### config.mk
export PLATFORM = sky130hd
export DESIGN_NAME = mips_mc_sequencer
export DESIGN_NICKNAME = d
export VERILOG_FILES = /design/src/rtl/mips_mc_pkg.sv /design/src/rtl/mips_mc_sequencer_lanes.sv /design/src/rtl/mips_mc_sequencer.sv
export SDC_FILE = /design/constraint.sdc
export NUM_CORES = 1
export LEC_CHECK = 0
export BUFFER_PORTS_ARGS = -buffer_cell sky130_fd_sc_hd__clkbuf_2
export CAP_MARGIN = 25
export CELL_PAD_IN_SITES_DETAIL_PLACEMENT = 1
export CELL_PAD_IN_SITES_GLOBAL_PLACEMENT = 2
export CORE_MARGIN = 4
export CORE_UTILIZATION = 26
export DETAILED_ROUTE_END_ITERATION = 8
export PLACE_DENSITY_LB_ADDON = 0.1
export SETUP_SLACK_MARGIN = 0.5
export SKIP_LAST_GASP = 1
export SLEW_MARGIN = 25
export SYNTH_ARGS = -nofsm -noshare
export SYNTH_HDL_FRONTEND = slang
export SYNTH_HIERARCHICAL = 1
export SYNTH_SLANG_ARGS = --single-unit
### constraint.sdc
create_clock -name clk -period 2.24 [get_ports clk]
set_input_delay 0.448 -clock clk [delete_from_list [all_inputs] [get_ports clk]]
set_output_delay 0.448 -clock clk [all_outputs]
set_load 0.02 [all_outputs]
### src/rtl/mips_mc_pkg.sv
// Shared types and constants for the multi-cycle MIPS control sequencer.
package mips_mc_pkg;

  typedef enum logic [2:0] {
    FETCH  = 3'd0,
    DECODE = 3'd1,
    EXEC   = 3'd2,
    MEM    = 3'd3,
    WB     = 3'd4,
    HALT   = 3'd5,
    FAULT  = 3'd6
  } state_t;

  typedef enum logic [1:0] {
    BYTE = 2'd0,
    HALF = 2'd1,
    WORD = 2'd2
  } size_t;

  localparam logic [5:0] OP_RTYPE   = 6'h00;
  localparam logic [5:0] OP_J       = 6'h02;
  localparam logic [5:0] OP_JAL     = 6'h03;
  localparam logic [5:0] OP_BEQ     = 6'h04;
  localparam logic [5:0] OP_BNE     = 6'h05;
  localparam logic [5:0] OP_LB      = 6'h20;
  localparam logic [5:0] OP_LH      = 6'h21;
  localparam logic [5:0] OP_LW      = 6'h23;
  localparam logic [5:0] OP_LBU     = 6'h24;
  localparam logic [5:0] OP_LHU     = 6'h25;
  localparam logic [5:0] OP_SB      = 6'h28;
  localparam logic [5:0] OP_SH      = 6'h29;
  localparam logic [5:0] OP_SW      = 6'h2B;
  localparam logic [5:0] FN_SYSCALL = 6'h0C;

  function automatic logic is_load(input logic [5:0] op);
    return op inside {OP_LB, OP_LH, OP_LW, OP_LBU, OP_LHU};
  endfunction

  function automatic logic is_store(input logic [5:0] op);
    return op inside {OP_SB, OP_SH, OP_SW};
  endfunction

  function automatic size_t access_size(input logic [5:0] op);
    if (op inside {OP_LB, OP_LBU, OP_SB}) return BYTE;
    if (op inside {OP_LH, OP_LHU, OP_SH}) return HALF;
    return WORD;
  endfunction

endpackage

### src/rtl/mips_mc_sequencer_lanes.sv
// Byte-lane decoder: access size + low address bits -> lane mask and misalign flag.
module mips_lane_decoder
  import mips_mc_pkg::*;
#(
  parameter int LANES = 4,
  localparam int AW = $clog2(LANES)
) (
  input  logic [1:0]       size,
  input  logic [AW-1:0]    addr_lo,
  output logic [LANES-1:0] lane_mask,
  output logic             misalign
);

  always_comb begin
    lane_mask = '0;
    misalign  = 1'b0;
    case (size)
      BYTE: lane_mask[addr_lo] = 1'b1;
      HALF: begin
        lane_mask[{addr_lo[AW-1:1], 1'b0}] = 1'b1;
        lane_mask[{addr_lo[AW-1:1], 1'b1}] = 1'b1;
        misalign = addr_lo[0];
      end
      default: begin
        lane_mask = '1;
        misalign  = |addr_lo;
      end
    endcase
  end

endmodule

### src/rtl/mips_mc_sequencer.sv
// Multi-cycle MIPS control sequencer (FETCH/DECODE/EXEC/MEM/WB/HALT/FAULT).
// Define MIPS_MEM_TIMEOUT_EN to fault on memory handshakes that stall past TIMEOUT cycles.
module mips_mc_sequencer
  import mips_mc_pkg::*;
#(
  parameter int XLEN    = 32,
  parameter int LANES   = XLEN / 8,
  parameter int TIMEOUT = 15,
  localparam int AW = $clog2(LANES)
) (
  input  logic             clk,
  input  logic             rst_b,
  input  logic [5:0]       opcode,
  input  logic [5:0]       func,
  input  logic             zero,
  input  logic [AW-1:0]    addr_lo,
  input  logic             mem_ready,
  output logic             mem_req,
  output logic             mem_write_en,
  output logic [LANES-1:0] mem_lane_en,
  output logic             pc_write,
  output logic             ir_write,
  output logic             reg_write_enable,
  output logic             halted,
  output logic             fault,
  output logic [2:0]       state
);

  state_t           state_q;
  logic [5:0]       op_q, fn_q;
  logic             zero_q;
  logic [AW-1:0]    addr_q;
  logic [AW-1:0]    dec_addr;
  logic [LANES-1:0] lane_mask;
  logic             misalign;
  logic             latched_unused;

  // Branch and misalign decisions are made in EXEC on the live inputs;
  // the registered copies serve the MEM stage and later debug visibility.
  assign latched_unused = ^{fn_q, zero_q};

  assign dec_addr = (state_q == EXEC) ? addr_lo : addr_q;

  mips_lane_decoder #(.LANES(LANES)) u_lanes (
    .size      (access_size(op_q)),
    .addr_lo   (dec_addr),
    .lane_mask (lane_mask),
    .misalign  (misalign)
  );

`ifdef MIPS_MEM_TIMEOUT_EN
  localparam int CW = $clog2(TIMEOUT + 1);
  localparam logic [CW-1:0] TO_MAX = CW'(TIMEOUT);
  logic [CW-1:0] wait_cnt;
`endif

  always_ff @(posedge clk or posedge rst_b) begin
    if (rst_b) begin
      state_q <= FETCH;
      op_q    <= '0;
      fn_q    <= '0;
      zero_q  <= 1'b0;
      addr_q  <= '0;
`ifdef MIPS_MEM_TIMEOUT_EN
      wait_cnt <= '0;
`endif
    end else begin
      case (state_q)
        FETCH: if (mem_ready) state_q <= DECODE;
        DECODE: begin
          op_q <= opcode;
          fn_q <= func;
          if (opcode == OP_RTYPE && func == FN_SYSCALL) state_q <= HALT;
          else if (opcode == OP_J || opcode == OP_JAL)  state_q <= FETCH;
          else                                          state_q <= EXEC;
        end
        EXEC: begin
          zero_q <= zero;
          addr_q <= addr_lo;
          if (op_q == OP_BEQ || op_q == OP_BNE)         state_q <= FETCH;
          else if (is_load(op_q) || is_store(op_q))     state_q <= misalign ? FAULT : MEM;
          else                                          state_q <= WB;
        end
        MEM:     if (mem_ready) state_q <= is_store(op_q) ? FETCH : WB;
        WB:      state_q <= FETCH;
        HALT:    state_q <= HALT;
        default: state_q <= FAULT;
      endcase
`ifdef MIPS_MEM_TIMEOUT_EN
      // Stall watchdog overrides the case above once the limit is reached.
      if (mem_req && !mem_ready) begin
        if (wait_cnt == TO_MAX) state_q <= FAULT;
        else                    wait_cnt <= wait_cnt + 1'b1;
      end else begin
        wait_cnt <= '0;
      end
`endif
    end
  end

  always_comb begin
    mem_req          = 1'b0;
    mem_write_en     = 1'b0;
    mem_lane_en      = '0;
    pc_write         = 1'b0;
    ir_write         = 1'b0;
    reg_write_enable = 1'b0;
    halted           = 1'b0;
    fault            = 1'b0;
    case (state_q)
      FETCH: begin
        // Held off while reset is asserted so the first request follows release.
        mem_req     = !rst_b;
        mem_lane_en = mem_req ? '1 : '0;
        ir_write    = mem_req && mem_ready;
        pc_write    = mem_req && mem_ready;
      end
      DECODE: begin
        pc_write         = !(opcode == OP_RTYPE && func == FN_SYSCALL) &&
                           (opcode == OP_J || opcode == OP_JAL);
        reg_write_enable = (opcode == OP_JAL);
      end
      EXEC:
        pc_write = (op_q == OP_BEQ && zero) || (op_q == OP_BNE && !zero);
      MEM: begin
        mem_req      = !rst_b;
        mem_write_en = mem_req && is_store(op_q);
        mem_lane_en  = mem_req ? lane_mask : '0;
      end
      WB:   reg_write_enable = 1'b1;
      HALT: halted = 1'b1;
      default: begin
        halted = 1'b1;
        fault  = 1'b1;
      end
    endcase
  end

  assign state = state_q;

endmodule

* Word-level counts from Yosys, hierarchy flattened
Index checks and enable logic that the tools add are counted.
Storage, ports and cells: bits of input ports 18, register bits after elaboration 11, logic and storage cells 94, output and inout port bits 14
Cells by class: muxes and demuxes 35, bitwise logic cells 1, eq/ne operators 21, reduce and logical (&&, ||, !) cells 28, magnitude comparators 6
Operators by type and width (count):
- == test 6 bit (second input constant) | 8
- 2-to-1 mux 3 bit | 7
- case mux 3 bit (6 select lines) | 1
- case mux 4 bit (2 select lines) | 2
- == test 6 x 2 -> 1 bit (second input constant) | 2
- == test 6 x 3 -> 1 bit (second input constant) | 2
- 2-to-1 mux 2 bit | 6
- 2-to-1 mux 1 bit | 11
- logical AND 1 bit | 9
- less-than comparator 2 x 3 -> 1 bit (second input constant) | 3
- nonzero test 3 bit | 3
- 2-to-1 mux 4 bit | 2
- == test 3 x 2 -> 1 bit (second input constant) | 2
- == test 3 bit (second input constant) | 2
- == test 6 x 4 -> 1 bit (second input constant) | 1
- >= comparator 2 x 1 -> 1 bit (second input constant) | 3
- logical NOT 6 bit | 1
- OR reduction 6 bit | 1
- nonzero test 5 bit | 1
- OR reduction 5 bit | 1
- logical OR 1 bit | 4
- inequality test 2 bit (second input constant) | 2
- bitwise OR 3 x 4 -> 4 bit | 1
- case mux 1 bit (2 select lines) | 2
- 10 further kinds | 14

* Longest topological paths before layout
Gate-level depths: netlist of run 1.
depth in word-level cells 12, mapped depth 8, depth with buffers taken out 7

* Cells and area by module
The synthesis of run 1 kept the hierarchy.
By module, submodules not included:
- mips_mc_sequencer | area each 769.5 um^2, cells each 91, seq. area each 275.3 um^2, times used 1
- mips_lane_decoder | area each 56.3 um^2, cells each 10, seq. area each 0.0 um^2, times used 1

* Worst setup path after synthesis of run 1
No wires, ideal clock.
path type register to output, from register state_q[0] (netlist: state[0]), to output port mem_lane_en[2], buffers on the path 1, stages on the path, launching flop included 9, slack -0.192 ns, data required time 1.792 ns, arrival time 1.984 ns, cell sequence dfrtp_1 -> buf_2 -> nand2b_1 -> nor2_1 -> mux2_2 -> nand2b_1 -> a21o_1 -> nand3_1 -> a21oi_1
Between the ends: elaborated cells on any way between the ends 18, classes of those cells order compare (4); eq/ne (2); mux (8); bitwise (1); reduce/logical (3)
RTL lines:
- start, declared | RTL line mips_mc_sequencer.sv:29 | state_t state_q;
- start signal, assigned | RTL line mips_mc_sequencer.sv:81 | else if (is_load(op_q) || is_store(op_q)) state_q <= misalign ? FAULT : MEM;
- start signal, assigned | RTL line mips_mc_sequencer.sv:84 | MEM: if (mem_ready) state_q <= is_store(op_q) ? FETCH : WB;
- == test 3 x 2 -> 1 bit (*)
- 2-to-1 mux 2 bit (*)
- via dec_addr[0] | RTL line mips_mc_sequencer.sv:33 | logic [AW-1:0] dec_addr;
- less-than comparator 2 x 3 -> 1 bit (implied by the code) / >= comparator 2 x 1 -> 1 bit (equally long branches) | RTL line mips_mc_sequencer_lanes.sv:18 | BYTE: lane_mask[addr_lo] = 1'b1;
- logical AND 1 bit (implied by the code) | RTL line mips_mc_sequencer_lanes.sv:18
- 2-to-1 mux 1 bit (implied by the code) | RTL line mips_mc_sequencer_lanes.sv:18
- demux 1 bit (select 2 bit) (*)
- case mux 4 bit (2 select lines) (*) | RTL line mips_mc_sequencer_lanes.sv:17 | case (size)
- via lane_mask[2] | RTL line mips_mc_sequencer.sv:34 | logic [LANES-1:0] lane_mask;
- 2-to-1 mux 4 bit (*) | RTL line mips_mc_sequencer.sv:128 | mem_lane_en = mem_req ? lane_mask : '0;
- case mux 4 bit (2 select lines) (*) | RTL line mips_mc_sequencer.sv:110 | case (state_q)
- end, declared | RTL line mips_mc_sequencer.sv:20 | output logic [LANES-1:0] mem_lane_en,
The timed path passes the listed nets; every way through them passes the cells marked *.

* Worst setup path in the final report of run 1
from register state_q[0] (netlist: state[0]), to output port mem_lane_en[1]
Between the ends: longest elaborated chain between the ends 10, elaborated cells on any way between the ends 18, classes of those cells order compare (4); eq/ne (2); mux (8); bitwise (1); reduce/logical (3)
Ends and longest elaborated chain:
- == test 3 x 2 -> 1 bit (*)
- 2-to-1 mux 2 bit (*)
- via dec_addr[1] | RTL line mips_mc_sequencer.sv:33
- less-than comparator 2 x 3 -> 1 bit (implied by the code) / >= comparator 2 x 1 -> 1 bit (equally long branches) | RTL line mips_mc_sequencer_lanes.sv:21 | lane_mask[{addr_lo[AW-1:1], 1'b1}] = 1'b1;
- logical AND 1 bit (implied by the code) | RTL line mips_mc_sequencer_lanes.sv:21
- 2-to-1 mux 1 bit (implied by the code) | RTL line mips_mc_sequencer_lanes.sv:21
- demux 1 bit (select 1 bit)
- bitwise OR 3 x 4 -> 4 bit (no line)
- case mux 4 bit (2 select lines) (*) | RTL line mips_mc_sequencer_lanes.sv:17
- via lane_mask[1] | RTL line mips_mc_sequencer.sv:34
- 2-to-1 mux 4 bit (*) | RTL line mips_mc_sequencer.sv:128
- case mux 4 bit (2 select lines) (*) | RTL line mips_mc_sequencer.sv:110
Marks and branches as above.

==> metrics.cfg, run 1 <==
[die]
die_area_mm2 = 0.00414
initial_utilization_pct = 27.0
io_pins = 32
die_w_um = 64.4
fp.dieH_um = 64.4
std_cell_rows = 20
core-area_mm2 = 0.00305

[power]
p_sw_w = 0.00102
irDropWorstVdd_uv = 569
p_sw_share_pct = 46.1
power.internal_w = 0.00120
leakagePower_nw = 0.677
seqPwrFrac_pct = 18.1
p_comb_share_pct = 75.5
finalPower_w = 0.00222
powerDensity_mw_per_mm2 = 1420
clkPwrFrac_pct = 6.5

[critical_path]
cp_slowest_cell = dfrtp_2
crit_required_ns = 1.79
critical-path-max-stage-delay_ns = 0.41
end_kind = primary output
worstSetupStartpointType = flop
arrival_ns = 1.91
worstPathCellList = nand2b_4 -> nor2_4 -> mux2_4 -> o21bai_1 -> nand3_1 -> a21oi_4 -> clkbuf_8
timing_worst_setup_path_type = flop to primary output
path_max_fanout = 4

[place]
place_ws_ns = -0.00371
postPlaceCellArea_mm2 = 0.00118
place_congestion = 0.781
hpwl_um = 2180
port_buffers = 31

[clock_network]
root_buffer = clkbuf_4
path_clk_slew_ns = 0.08
insertion_delay_ns = 0.28
cts-htree-levels = 1
cts_buffers = 3
cts_buffer_depth = 2
cts_sinks = 11
cts_tree = yes

[outcome]
violations = setup timing
status = finished, violations left

[yosys]
yosys.area.top_type = dfrtp_1
synth_top_family_by_area = simple AND/OR/NAND/NOR gates
synth_cells = 101
synth_mux_area_share_pct = 8.18
synth_top_cell_area_share_pct = 33.3
syn_nets = 119
ys_seq_area_share_pct = 33.3
synthTopCellsByArea = dfrtp_1, mux2_2, a21oi_1
ys_seq_elements = 11
syn-mean-instance-area_um2 = 8.18
synth_area_um2 = 826
synth_xor_area_share_pct = 1.06
yosys.area_share.simple_pct = 30.9
synth_fa_ha_area_share_pct = 0
ys_warn_count = 6
synth_compound_area_share_pct = 21.4
synth_cell_type_count = 33

[timing]
timing.hold.ws_ns = 0.183
fin_worst_skew_ns = 0.00195
slew_headroom_pct = 71.4
max_freq_mhz = 424
setup_viol = 6
fin_crit_ns = 2.36
tightest_slew_ns = 0.429
drv_slew = 0
hold_viol_final = 0
rsz0062_at_grt = true
layout_setup_ws_ns = -0.118
fin_crit_sh_pct = 105

[finish]
drive_above_1_share_pct = 62.7
multiInputGateArea_um2 = 713
final_common_cell = buf_4
most-common-layout-cells = buf_4, clkbuf_2, dfrtp_1, nand2_1
diodes = 0
finalNetCount = 177
fin_util_pct = 51.2
syn2layout_area_growth_pct = 89.2
fill_cells = 357
ff_latch_area_um2 = 279
stdcell_area_mm2 = 0.00156

[routing]
wl_per_cell_um = 15.0
via_count = 979
postRouteAntennaNets = 0
dr.pass1.iters = 4
vias_per_cell = 4.85
drtIter0Drc = 25
totalWireLength_um = 3030
drc_errors = 0

[grt]
antenna_found_initial = 0
gr-total-overflow = 0
track_usage_pct = 15.2
grt_pass1_vias = 1049
grt_pass1_wl_um = 4880
grt_max_degree = 14

[hold_path]
hp-class = input pin to asynchronous set/reset pin

[job]
drv_cap = 0

power by group through the flow:
stage                     sequential, W  combinational (W)  clock (W)
after global placement         0.000379            0.00109          0
after floorplan                0.000405           0.000780          0
after global routing           0.000417            0.00181   0.000162
final                          0.000401            0.00168   0.000143
after CTS                      0.000392            0.00150   0.000144
after detailed placement       0.000385            0.00111          0
synth_stat cells:
library cell   n
o311a_1        1
nor2_2         1
and2b_1        1
a211o_1        1
o2bb2ai_1      1
clkbuf_1       3
mux2_2         6
a21oi_1       10
inv_1          7
or4b_1         2
buf_2          1
nand3_1        5
nor4_1         3
dfrtp_1       11
o21bai_1       2
a31oi_1        1
a21o_1         2
and2_1         2
nor3_1         3
o311ai_0       1
nand2_1        8
nand4_1        1
nand2b_1       4
o31ai_1        2
xnor2_1        1
a41oi_1        1
or2b_1         1
and3_2         1
nor4_4         1
o21ai_0        6
nor2_1         8
nor4bb_1       1
or2_2          2
logic make-up (layout without fill, tap and decap cells):
group,Yosys count,after routing
buffers and inverters,11,68
flip-flops,11,11
AND/OR/NAND/NOR,44,44
multiplexers,6,6
XOR/XNOR,1,1
AO/OA/AOI/OAI,28,28
registers in the layout, indices dropped and copies added, names as in the netlist:
| register | flops |
|---|---|
| addr_q | 2 |
| op_q | 6 |
| state | 3 |
layout make-up:
class | instances | area share, %
clock inverter | 1 | 0.320
sequential | 11 | 17.9
timing repair buffer | 57 | 29.3
clock buffer | 3 | 1.44
tap | 44 | 3.52
multi-input combinational | 79 | 45.6
inverter | 7 | 1.92
path summary, 6_finish.rpt:
check,endpoint,from,slack [ns],cells past startpoint
max,mem_lane_en[1],state[0],-0.12,7
min,state[1],rst_b,0.18,2
max reg2reg,state[0],state[0],0.23,8
min reg2reg,op_q[4],op_q[4],0.59,1
max in group asynchronous,op_q[5],rst_b,1.73,2
min in group clk,op_q[2],opcode[2],0.44,3
metrics by stage:
stage | cells | TNS, ns
floorplan | 101 | 0
global placement | 179 | 0
detailed placement | 179 | -0.00371
CTS | 192 | -0.554
global route | 202 | -1.13
finish | 202 | -0.523
what timing repair did:
item	CTS	global route
setup buffers	9	10
gates resized for setup	39	15
hold buffers	0	0
pin swaps	13	15
endpoints found under the setup margin	12	13
cloned	0	0
metal layers:
layer	global-route usage [%]	part of all wire (%)	vias up
met5	0	0	-
met4	7.12	2.2	0
met3	1.93	3.9	6
met2	26.3	50	29
met1	18.5	43	463
li1	-	-	481
critical path, delay by kind of cell, from the launching register on:
kind                   cells  cell delay [ns]
AND/OR/NAND/NOR            3             0.43
flip-flops                 1             0.41
multiplexers               1             0.34
AO/OA/AOI/OAI              2             0.29
buffers and inverters      1             0.15
No activity file was read; power rests on OpenSTA's default activity.
==> run 2: changes to the inputs <==
--- a/config.mk
+++ b/config.mk
@@ -10,10 +10,11 @@
 export CELL_PAD_IN_SITES_DETAIL_PLACEMENT = 1
 export CELL_PAD_IN_SITES_GLOBAL_PLACEMENT = 2
 export CORE_MARGIN = 4
-export CORE_UTILIZATION = 26
+export CORE_UTILIZATION = 23
 export DETAILED_ROUTE_END_ITERATION = 8
 export PLACE_DENSITY_LB_ADDON = 0.1
 export SETUP_SLACK_MARGIN = 0.5
+export SKIP_CTS_REPAIR_TIMING = 1
 export SKIP_LAST_GASP = 1
 export SLEW_MARGIN = 25
 export SYNTH_ARGS = -nofsm -noshare
==> constraint.sdc (replaced) <==
create_clock -name clk -period 2.1 [get_ports clk]
set_input_delay 0.42 -clock clk [delete_from_list [all_inputs] [get_ports clk]]
set_output_delay 0.42 -clock clk [all_outputs]
set_load 0.02 [all_outputs]
==> metrics.cfg, run 2 (synthesis gave the netlist of run 1 again) <==
[outcome]
status = finished, violations left
violations = setup timing

[critical_path]
path_max_fanout = 5
end_kind = primary output
arrival_ns = 1.94
worstSetupStartpointType = flop
timing_worst_setup_path_type = flop to primary output
crit_required_ns = 1.68
reg2reg_depth = 7

[routing]
via_count = 1000
vias_per_cell = 4.81
drtIter0Drc = 17
totalWireLength_um = 3090
wl_per_cell_um = 14.8
dr.pass1.iters = 4
postRouteAntennaNets = 0
drc_errors = 0

[timing]
slew_headroom_pct = 68.4
rsz0062_at_grt = true
fin_crit_sh_pct = 112
max_freq_mhz = 424
fin_worst_skew_ns = 0.00620
tightest_slew_ns = 0.473
drv_slew = 0
setup_viol = 6
fin_crit_ns = 2.36
hold_viol_final = 0
layout_setup_ws_ns = -0.258

[place]
port_buffers = 31
postPlaceCellArea_mm2 = 0.00125
dpl.cell_count = 189
hpwl_um = 2370
place_congestion = 0.782

[clock_network]
cts_buffers = 3
path_clk_slew_ns = 0.09
root_buffer = clkbuf_4
cts_tree = yes
cts_sinks = 11
cts-htree-levels = 1
insertion_delay_ns = 0.28
cts_buffer_depth = 2

[power]
irDropWorstVdd_uv = 514
p_comb_share_pct = 75.4
p_sw_w = 0.00107
power.internal_w = 0.00125
leakagePower_nw = 0.688
p_sw_share_pct = 46.3
clkPwrFrac_pct = 6.8
powerDensity_mw_per_mm2 = 1490
seqPwrFrac_pct = 17.8

[finish]
drive_above_1_share_pct = 63.0
instances_no_fill = 208
fin_util_pct = 45.9
finalNetCount = 181
syn2layout_area_growth_pct = 88.3
stdcell_area_mm2 = 0.00156
regMostFlops = op_q
final_common_cell = buf_4
ff_latch_area_um2 = 278
fill_cells = 390
diodes = 0
multiInputGateArea_um2 = 699
most-common-layout-cells = buf_4, clkbuf_2, buf_6, dfrtp_1, nand2_1
largest_reg_flops = 6

[grt]
gr-total-overflow = 0
track_usage_pct = 13.7
grt_max_degree = 15
antenna_found_initial = 0
grt_pass1_wl_um = 4720
grt_pass1_vias = 999

[hold_path]
hp-class = input pin to asynchronous set/reset pin

[die]
die_area_mm2 = 0.00461
fp.dieH_um = 67.9
die_w_um = 67.9
std_cell_rows = 21
core-area_mm2 = 0.00339
initial_utilization_pct = 24.4
io_pins = 32

[job]
drv_cap = 0

-- run 2: cell types whose count changed in the layout (fill, tap and decap cells not counted), sizes merged --
cell / delta
inv: +1
clkbuf: -5
clkinvlp: -1
buf: +9
-- run 2: layout make-up --
type | count | area share, %
Inverter | 7 | 1.85
Sequential cell | 11 | 17.9
Multi-Input combinational cell | 79 | 45.0
Clock inverter | 1 | 0.322
Tap cell | 46 | 3.70
Clock buffer | 3 | 1.45
Timing Repair Buffer | 61 | 29.8
-- run 2: metrics by stage --
stage | setup TNS [ns] | hold WS, ns | power (W) | setup WS, ns
2_1_floorplan | -0.000645 | 0.272 | 0.00129 | -0.000322
3_3_place_gp | -0.163 | 0.465 | 0.00168 | -0.0697
3_5_place_dp | -0.334 | 0.481 | 0.00171 | -0.107
4_1_cts | -1.98 | 0.174 | 0.00187 | -0.438
5_1_grt | -2.04 | 0.191 | 0.00251 | -0.394
6_report | -1.27 | 0.159 | 0.00232 | -0.258
-- run 2: worst paths after layout --
check / slack [ns] / to / start
worst max-delay path: -0.26 / mem_lane_en[0] / state[0]
worst min-delay path: 0.16 / addr_q[1] / rst_b
worst max register to register: 0.10 / state[0] / state[0]
worst min register to register: 0.54 / addr_q[1] / addr_q[1]
max in group asynchronous: 1.59 / state[0] / rst_b
min in group clk: 0.42 / addr_q[1] / addr_lo[1]
-- run 2: worst max-delay path, stage by stage (launching register included) --
cell and delay, ns:
dfrtp_2 0.42, nand2b_4 0.16, nor2_4 0.14, mux2_4 0.35, nand2b_1 0.10, a21o_1 0.14, nand3_2 0.08, a21oi_4 0.12
buf_4 0.15
-- run 2: layer usage --
layer | global-route usage, % | wire length [µm]
met1 | 16.7 | 1400
met2 | 23.1 | 1540
met3 | 3.61 | 133
met4 | 4.47 | 16
met5 | 0 | 0
-- run 2: power by group through the flow --
stage / sequential [W] / clock [W] / combinational, W
2_1_floorplan: 0.000435 / 0 / 0.000854
3_3_place_gp: 0.000394 / 0 / 0.00128
4_1_cts: 0.000396 / 0.000163 / 0.00131
5_1_grt: 0.000427 / 0.000174 / 0.00190
3_5_place_dp: 0.000400 / 0 / 0.00131
6_report: 0.000413 / 0.000158 / 0.00175
==> run 3: changes to the inputs <==
--- a/config.mk
+++ b/config.mk
@@ -5,6 +5,7 @@
 export SDC_FILE = /design/constraint.sdc
 export NUM_CORES = 1
 export LEC_CHECK = 0
+export ABC_CLOCK_PERIOD_IN_PS = 2100
 export BUFFER_PORTS_ARGS = -buffer_cell sky130_fd_sc_hd__clkbuf_2
 export CAP_MARGIN = 25
 export CELL_PAD_IN_SITES_DETAIL_PLACEMENT = 1
@@ -13,6 +14,7 @@
 export CORE_UTILIZATION = 23
 export DETAILED_ROUTE_END_ITERATION = 8
 export PLACE_DENSITY_LB_ADDON = 0.1
+export RECOVER_POWER = 100
 export SETUP_SLACK_MARGIN = 0.5
 export SKIP_CTS_REPAIR_TIMING = 1
 export SKIP_LAST_GASP = 1
==> metrics.cfg, run 3 (synthesis gave the netlist of run 1 again) <==
[outcome]
status = finished, violations left
violations = setup timing

[timing]
slew_headroom_pct = 49.1
fin_crit_ns = 2.36
tightest_slew_ns = 0.761
rsz0062_at_grt = true
timing.hold.ws_ns = 0.165
layout_setup_ws_ns = -0.260
hold_viol_final = 0
fin_crit_sh_pct = 112
max_freq_mhz = 424
drv_slew = 0
fin_worst_skew_ns = 0.00502
setup_viol = 6

[power]
powerDensity_mw_per_mm2 = 1490
irDropWorstVdd_uv = 508
leakagePower_nw = 0.675

[critical_path]
timing_worst_setup_path_type = flop to primary output
r2r_slack_ns = 0.10
path_max_fanout = 5
worstSetupStartpointType = flop
reg2reg_depth = 7
end_kind = primary output
arrival_ns = 1.94
r2r-end = state[0]
crit_end = mem_lane_en[0]
r2r-start = state[0]
crit_required_ns = 1.68
crit_path_start = state[0]

[clock_network]
path_clk_slew_ns = 0.09
cts_sinks = 11
cts_buffers = 3
root_buffer = clkbuf_4
cts_buffer_depth = 2
cts-htree-levels = 1
insertion_delay_ns = 0.28
cts_tree = yes

[finish]
stdcell_area_mm2 = 0.00153
regMostFlops = op_q
finalNetCount = 181
most-common-layout-cells = buf_4, clkbuf_2, dfrtp_1, buf_6, nand2_1
drive_above_1_share_pct = 59.9
fill_cells = 391
largest_reg_flops = 6
diodes = 0
syn2layout_area_growth_pct = 85.2
final_common_cell = buf_4

[routing]
drc_errors = 0
dr.pass1.iters = 4
wl_per_cell_um = 14.9
postRouteAntennaNets = 0
totalWireLength_um = 3100
via_count = 1003
vias_per_cell = 4.82
drtIter0Drc = 25

[grt]
grt_max_degree = 15
antenna_found_initial = 0
grt_pass1_vias = 999
grt_pass1_wl_um = 4720
gr-total-overflow = 0
track_usage_pct = 13.7

[die]
fp.dieH_um = 67.9
std_cell_rows = 21
die_w_um = 67.9
core-area_mm2 = 0.00339
die_area_mm2 = 0.00461
io_pins = 32
initial_utilization_pct = 24.4

[place]
hpwl_um = 2370
postPlaceCellArea_mm2 = 0.00125
place_congestion = 0.782
port_buffers = 31
place_ws_ns = -0.107

[job]
drv_cap = 0

[hold_path]
hp-class = input pin to asynchronous set/reset pin

-- run 3: worst max-delay path, stage by stage (launching register included) --
cell      delay [ns]
dfrtp_2         0.42
nand2b_4        0.16
nor2_4          0.14
mux2_4          0.35
nand2b_1        0.10
a21o_1          0.14
nand3_2         0.08
a21oi_4         0.12
buf_4           0.15
-- run 3: area by class of cell --
class | count | area, µm² | area share [%]
multi-input cells | 79 | 692 | 45.3
inverters | 7 | 28.8 | 1.88
flip-flops and latches | 11 | 277 | 18.1
clock buffers | 3 | 22.5 | 1.47
clock inverters | 1 | 5.00 | 0.327
well taps | 46 | 57.6 | 3.76
repair buffers | 61 | 447 | 29.2
-- run 3: report_power, final --
part	internal [W]	leakage, nW	switching, W
clock network	0.0000706	0.0177	0.0000878
logic	0.000824	0.526	0.000888
registers	0.000320	0.132	0.0000893
-- run 3: worst min-delay path by stage --
stage,end,slack [ns]
2_1_floorplan,addr_q[0],0.27
3_3_place_gp,state[1],0.46
3_5_place_dp,state[1],0.48
4_1_cts,op_q[1],0.17
5_1_grt,op_q[0],0.20
6_report,addr_q[1],0.16
-- run 3: stage by stage --
step           instances  power, W  util, %   TNS (ns)
2_1_floorplan        101   0.00129        -  -0.000645
3_3_place_gp         189   0.00168     37.0     -0.163
3_5_place_dp         189   0.00171     37.0     -0.334
4_1_cts              193   0.00187     37.8      -1.98
5_1_grt              208   0.00246     45.1      -2.28
6_report             208   0.00228     45.1      -1.27
-- run 3: routing by layer --
metal | share of wire (%) | global-route usage, % | wire length (µm)
met1 | 46 | 16.7 | 1420
met2 | 49 | 23.1 | 1530
met3 | 4.4 | 3.61 | 136
met4 | 0.52 | 4.47 | 16
met5 | 0 | 0 | 0
